$ cat src/rtl/bsr_mem_arb.sv
// ---------------------------------------------------------------------------
// bsr_mem_arb
//
// Two-port arbiter that shares one 256-bit block memory port between the
// instruction-cache tile (port I) and the data-cache tile (port D). All sides
// use the OPM/OK handshake:
//   OPM {WR,OE,Z0,S1,S0}: a port is active while OPM[4:3] != 0.
//   OK  READY=00, OK=01, HOLD=10, FAULT=11.
//
// A grant lasts for a whole transaction, which may span several requests
// (e.g. dirty writeback followed by refill) as long as the owner stays active.
// Priority between the two ports rotates on collisions. If memory answers
// HOLD for TMO_CYC consecutive cycles, the owner is given FAULT for one
// cycle, the request is withdrawn from memory and a sticky fault flag is set.
//
// Ports:
//   clock, reset            system clock, synchronous active-high reset
//   iReqAddr/Opm/DataO      port I request (block address, OPM, write data)
//   iReqDataI/OK            port I response (read data, OK status)
//   dReqAddr/Opm/DataO      port D request
//   dReqDataI/OK            port D response
//   memAddr/Opm/DataO       registered request towards memory
//   memDataI/OK             memory response
//   arbFault                sticky timeout flag, cleared only by reset
//
// Parameters:
//   TMO_CYC  HOLD cycles allowed before FAULT; 0 disables the timeout.
//   CNT_W    timeout counter width; TMO_CYC must be < 2**CNT_W.
// ---------------------------------------------------------------------------
module bsr_mem_arb #(
  parameter int TMO_CYC = 1023,
  parameter int CNT_W   = 10
) (
  input  logic         clock,
  input  logic         reset,

  input  logic [19:0]  iReqAddr,
  input  logic [4:0]   iReqOpm,
  input  logic [255:0] iReqDataO,
  output logic [255:0] iReqDataI,
  output logic [1:0]   iReqOK,

  input  logic [19:0]  dReqAddr,
  input  logic [4:0]   dReqOpm,
  input  logic [255:0] dReqDataO,
  output logic [255:0] dReqDataI,
  output logic [1:0]   dReqOK,

  output logic [19:0]  memAddr,
  output logic [4:0]   memOpm,
  output logic [255:0] memDataO,
  input  logic [255:0] memDataI,
  input  logic [1:0]   memOK,

  output logic         arbFault
);

  localparam logic [1:0] OK_READY = 2'b00;
  localparam logic [1:0] OK_OK    = 2'b01;
  localparam logic [1:0] OK_HOLD  = 2'b10;
  localparam logic [1:0] OK_FAULT = 2'b11;

  // The fault fires in the HOLD cycle that would bring the count to TMO_CYC,
  // so the owner sees FAULT on exactly the TMO_CYC-th consecutive HOLD cycle.
  localparam bit               TMO_EN   = (TMO_CYC != 0);
  localparam logic [CNT_W-1:0] TMO_LAST = CNT_W'(TMO_CYC - 1);

  typedef enum logic [1:0] {
    IDLE  = 2'd0,
    GNT_I = 2'd1,
    GNT_D = 2'd2,
    DRAIN = 2'd3
  } state_t;

  typedef enum logic {
    PORT_I = 1'b0,
    PORT_D = 1'b1
  } port_t;

  // -------------------------------------------------------------------------
  // Registers
  // -------------------------------------------------------------------------
  state_t             state_q;
  port_t              rr_last_q;   // port that won the most recent collision
  logic [CNT_W-1:0]   tmo_cnt_q;
  logic               fault_q;
  logic [19:0]        mem_addr_q;
  logic [4:0]         mem_opm_q;
  logic [255:0]       mem_data_q;
  logic [255:0]       i_data_q;    // last read data shown to port I
  logic [255:0]       d_data_q;    // last read data shown to port D

  // -------------------------------------------------------------------------
  // Request decode and granted-port mux
  // -------------------------------------------------------------------------
  logic             i_act;
  logic             d_act;
  logic             g_act;
  logic [19:0]      g_addr;
  logic [4:0]       g_opm;
  logic [255:0]     g_data;
  logic             tmo_hit;
  logic [CNT_W-1:0] tmo_cnt_d;

  assign i_act = (iReqOpm[4:3] != 2'b00);
  assign d_act = (dReqOpm[4:3] != 2'b00);

  // NOTE: every signal written in always_comb gets a default first; a path
  // that leaves one unassigned would infer a latch.
  always_comb begin
    g_act  = 1'b0;
    g_addr = iReqAddr;
    g_opm  = iReqOpm;
    g_data = iReqDataO;
    if (state_q == GNT_I) begin
      g_act = i_act;
    end else if (state_q == GNT_D) begin
      g_act  = d_act;
      g_addr = dReqAddr;
      g_opm  = dReqOpm;
      g_data = dReqDataO;
    end
  end

  // A timeout only counts against an owner that is still active; an owner
  // dropping in the same cycle is an ordinary release.
  assign tmo_hit = TMO_EN && g_act && (memOK == OK_HOLD) &&
                   (tmo_cnt_q == TMO_LAST);

  assign tmo_cnt_d = (TMO_EN && memOK == OK_HOLD) ? tmo_cnt_q + CNT_W'(1)
                                                  : '0;

  // -------------------------------------------------------------------------
  // Response paths: the owner sees memory directly, everyone else is held
  // off (HOLD) or idle (READY) depending on whether it is asking.
  // -------------------------------------------------------------------------
  always_comb begin
    iReqOK    = i_act ? OK_HOLD : OK_READY;
    dReqOK    = d_act ? OK_HOLD : OK_READY;
    iReqDataI = i_data_q;
    dReqDataI = d_data_q;
    case (state_q)
      GNT_I: begin
        iReqOK    = tmo_hit ? OK_FAULT : memOK;
        iReqDataI = memDataI;
      end
      GNT_D: begin
        dReqOK    = tmo_hit ? OK_FAULT : memOK;
        dReqDataI = memDataI;
      end
      default: ;
    endcase
  end

  // -------------------------------------------------------------------------
  // FSM and registered memory-side request
  // -------------------------------------------------------------------------
  // NOTE: sequential state uses non-blocking assignments only, so every
  // register samples the pre-edge values regardless of statement order.
  always_ff @(posedge clock) begin
    if (reset) begin
      state_q    <= IDLE;
      rr_last_q  <= PORT_I;
      tmo_cnt_q  <= '0;
      fault_q    <= 1'b0;
      mem_addr_q <= '0;
      mem_opm_q  <= '0;
      mem_data_q <= '0;
      i_data_q   <= '0;
      d_data_q   <= '0;
    end else begin
      case (state_q)
        IDLE: begin
          mem_opm_q <= '0;
          tmo_cnt_q <= '0;
          if (i_act && d_act) begin
            // Collision: the port that did not win last time goes first.
            if (rr_last_q == PORT_I) begin
              state_q   <= GNT_D;
              rr_last_q <= PORT_D;
            end else begin
              state_q   <= GNT_I;
              rr_last_q <= PORT_I;
            end
          end else if (d_act) begin
            state_q <= GNT_D;
          end else if (i_act) begin
            state_q <= GNT_I;
          end
        end

        GNT_I, GNT_D: begin
          if (state_q == GNT_I) i_data_q <= memDataI;
          else                  d_data_q <= memDataI;

          if (!g_act || tmo_hit) begin
            // Release or timeout: withdraw the request and let memory
            // observe an idle cycle before anyone else is granted.
            state_q   <= DRAIN;
            mem_opm_q <= '0;
            tmo_cnt_q <= '0;
            if (tmo_hit) fault_q <= 1'b1;
          end else begin
            // The owner may retarget (writeback -> refill) without dropping;
            // the new request is simply forwarded on the next cycle.
            mem_addr_q <= g_addr;
            mem_opm_q  <= g_opm;
            mem_data_q <= g_data;
            tmo_cnt_q  <= tmo_cnt_d;
          end
        end

        DRAIN: begin
          mem_opm_q <= '0;
          tmo_cnt_q <= '0;
          // Memory keeps OK while it still sees the old request.
          if (memOK != OK_OK) state_q <= IDLE;
        end

        default: state_q <= IDLE;
      endcase
    end
  end

  assign memAddr  = mem_addr_q;
  assign memOpm   = mem_opm_q;
  assign memDataO = mem_data_q;
  assign arbFault = fault_q;

endmodule

$ cat config.mk
export PLATFORM = sky130hd
export DESIGN_NAME = bsr_mem_arb
export DESIGN_NICKNAME = d
export VERILOG_FILES = /design/src/rtl/bsr_mem_arb.sv
export SDC_FILE = /design/constraint.sdc
export NUM_CORES = 2
export LEC_CHECK = 0
export CAP_MARGIN = 20
export CORE_AREA = 2 2 635 637
export CTS_BUF_LIST = sky130_fd_sc_hd__clkbuf_8
export CTS_CLUSTER_DIAMETER = 50
export DETAILED_ROUTE_END_ITERATION = 8
export DIE_AREA = 0 0 637 639
export HOLD_SLACK_MARGIN = 0.03
export MAX_ROUTING_LAYER = met4
export PLACE_DENSITY_LB_ADDON = 0.3
export SLEW_MARGIN = 5
export SYNTH_ARGS = -nofsm -noshare
export SYNTH_HDL_FRONTEND = slang
export SYNTH_SLANG_ARGS = --single-unit
$ cat constraint.sdc
create_clock -name clock -period 4.8 [get_ports clock]
set_input_delay 0.48 -clock clock [delete_from_list [all_inputs] [get_ports clock]]
set_output_delay 0.48 -clock clock [all_outputs]
set_load 0.01 [all_outputs]
==> results.py <==
metrics = {
    "status": {
        "status": "complete, but fails checks",
        "failed_checks": "max-slew violations",
    },
    "power_and_ir_drop": {
        "power_frac_comb": 0.611,
        "pwr-share-seq": 0.211,
        "switching_share": 0.454,
        "clkPwrFrac": 0.178,
        "power.total_uw": 49600,
        "powerDensity_nw_per_um2": 712,
        "power_leakage_uw": 0.0249,
        "switching_power_uw": 22600,
        "p_int_uw": 27100,
        "ir_drop_mv": 0.535,
    },
    "sta": {
        "rsz0062_at_grt": "no",
        "clock_skew_ps": 74.2,
        "worstMarginPinSlew_ps": 1510,
        "finalCritPeriodShare": 0.887,
        "slew_headroom": -0.00920,
        "tns_ps": 0,
        "maxSlewViolCount": 15,
        "hold_violations": 0,
        "layout_setup_ws_ps": 544,
        "setup_viol": 0,
        "fmax_mhz": 235,
        "period_needed_ps": 4260,
    },
    "logic_synthesis": {
        "ys_warn_count": 0,
        "synth-edff-count": 0,
        "syn-num-nets": 5039,
        "syn_area_per_cell_um2": 9.21,
        "ys.flop_type": "dfxtp_1",
        "yosys-top-cells-area": "dfxtp_1 42%, mux2_1 11%, a311oi_2 9.3%, nor2_1 7.6%, mux2i_1 6.8%",
        "postSynthCellCount": 4210,
        "synth_top_area_share": 0.417,
        "yosysSeqAreaShare": 0.417,
        "synth.most_common_cell": "dfxtp_1",
        "synth_cell_types": 37,
        "synth-seq-cells": 807,
        "yosysTopAreaCell": "dfxtp_1",
        "synth_common_cells": "807 x dfxtp_1, 782 x nor2_1, 554 x nand2_1, 394 x mux2_1, 311 x clkbuf_1",
        "async_flop_share": 0,
        "synthesis.area_um2": 38800,
    },
    "clock_network": {
        "clk-insertion-delay-late_ps": 1040,
        "clock_path_buffers": 4,
        "cts_hold_buf": 454,
        "cts.clk_slew.worst_paths_ps": 50,
        "tritoncts": "yes",
        "htreeDepth": 4,
        "cts_sinks": 807,
        "cts_buffers": 191,
        "cts-root-buf": "clkbuf_8",
        "postCtsSetupBuffers": 0,
        "cts_resized": 0,
    },
    "global_routing": {
        "grt_overflow": 0,
        "antenna_found_initial": 95,
        "grt_max_degree": 147,
        "grt_pass1_vias": 42200,
        "grt_pass1_wl_um": 400000,
        "grtUsageTotal": 0.148,
    },
    "worst_setup_path": {
        "critPathTopFamily": "buffers and inverters",
        "slowest_delay_ps": 620,
        "slowest_stage": "clkdlybuf4s50_1",
        "cp-start-kind": "flop",
        "crit_path_start": "state_q[1]",
        "crit_chain": "inv_1 -> ha_4 -> nor2b_4 -> a22o_4 -> a21oi_1 -> nor2b_1 -> clkdlybuf4s50_1",
        "critPathMaxFanout": 26,
        "cp.arrival_ps": 3780,
        "rr_startpoint": "state_q[1]",
        "crit_buf_inv": 2,
        "required_ps": 4320,
        "crit_type": "flop to primary output",
        "cp-end-kind": "primary output",
    },
    "route": {
        "vias_per_cell": 3.58,
        "drt_wl_total_um": 308000,
        "dr.pass1.iters": 8,
        "wire_per_inst_um": 26.4,
        "postRouteAntennaNets": 0,
        "drc": 0,
        "vias": 41800,
        "initialDrtViolationCount": 2433,
    },
    "placed_design": {
        "dp_hpwl_um": 246000,
        "pre_cts_ws_ps": 1300,
        "io_buffers": 1619,
        "gp_congestion": 0.988,
    },
    "cells_and_area": {
        "utilization": 0.174,
        "fin_nets": 6993,
        "fillers": 44800,
        "layout-drive-gt1-share": 0.123,
        "areaGrowthSynthToFinish_pct": 79.8,
    },
    "floorplan": {
        "fp-row-count": 233,
        "die_w_um": 637,
        "initial_core_util": 0.0967,
        "fp.dieH_um": 639,
        "num_io_pins": 1620,
        "core_area_um2": 401000,
        "die-area_um2": 407000,
    },
    "min_path": {
        "worstHoldStart": "iReqDataO[44]",
        "min-delay-path-class": "input port to flop",
    },
    "run": {
        "max_cap_viol_count": 0,
    },
}
==> final cells by class <==
cell class / count / area, um2 / area share
Antenna cell: 85 / 213 / 0.00305
Multi-Input combinational cell: 2977 / 20900 / 0.299
Tap cell: 5287 / 6620 / 0.0949
Clock inverter: 107 / 893 / 0.0128
Inverter: 7 / 33.8 / 0.000484
Sequential cell: 807 / 16200 / 0.232
Clock buffer: 227 / 3120 / 0.0448
Timing Repair Buffer: 2180 / 21800 / 0.313
==> through the flow <==
stage               std cells  hold WS, ps  cell area [um2]
floorplan                4210          441            38800
global placement        10800          459            61000
detailed placement      10800          470            61000
CTS                     11600         30.3            69500
global route            11700         65.3            69700
finish                  11700          184            69700
==> cell families after synthesis <==
kind of cell | Yosys count | synth area share
flip-flops | 807 | 0.417
multiplexers | 777 | 0.217
AO/OA/AOI/OAI | 561 | 0.147
adder cells (fa/ha/maj) | 7 | 0.00226
buffers and inverters | 426 | 0.0477
XOR/XNOR | 9 | 0.00203
AND/OR/NAND/NOR | 1623 | 0.167
==> registers in the layout (all words and copies together) (netlist names), 2 cells and up <==
register and count:
d_data_q 256, i_data_q 256, memAddr 20, memDataO 256, memOpm 5, state_q 2
tmo_cnt_q 10
==> routing by layer <==
metal  vias to the layer above  global-route usage  wire, um
met3                       422              0.0451     23900
met1                     20700               0.156    115000
met5                         -                   -         0
met2                      1741               0.254    153000
li1                      19000                   -         -
met4                         0              0.0667     16400
==> tightest hold or removal path: stages <==
cell and delay, ps:
clkdlybuf4s50_1 440, nand2_1 140, a311oi_2 100
==> power by group through the flow <==
stage / sequential [uW] / clock [uW] / combinational, uW
floorplan: 10400 / 0 / 14800
global placement: 10500 / 0 / 29700
detailed placement: 10600 / 0 / 29800
CTS: 10500 / 9190 / 30800
global route: 10700 / 9460 / 32400
finish: 10500 / 8850 / 30300
==> worst paths after layout <==
| path | end | slack (ps) | cells past startpoint |
|---|---|---|---|
| min reg2reg | i_data_q[53] | 480 | 2 |
| min | memDataO[44] | 180 | 3 |
| max | dReqOK[0] | 540 | 7 |
| max reg2reg | memAddr[8] | 820 | 8 |
==> layout by cell type, fill, tap and decap left out, drive strengths merged, types with 7 or more instances in the layout <==
cell type | netlist | routed
clkinvlp | 0 | 8
clkdlybuf4s50 | 0 | 1610
clkbuf | 311 | 227
inv | 7 | 66
clkinv | 0 | 26
dfxtp | 807 | 807
mux2i | 263 | 263
buf | 108 | 116
a31oi | 278 | 278
dlygate4sd3 | 0 | 454
nand2 | 554 | 554
diode | 0 | 85
mux2 | 514 | 514
a311oi | 276 | 276
bufinv | 0 | 14
nor3 | 265 | 265
ha | 7 | 7
nor2 | 782 | 782
Note: power is estimated with default switching activity, not from simulation.
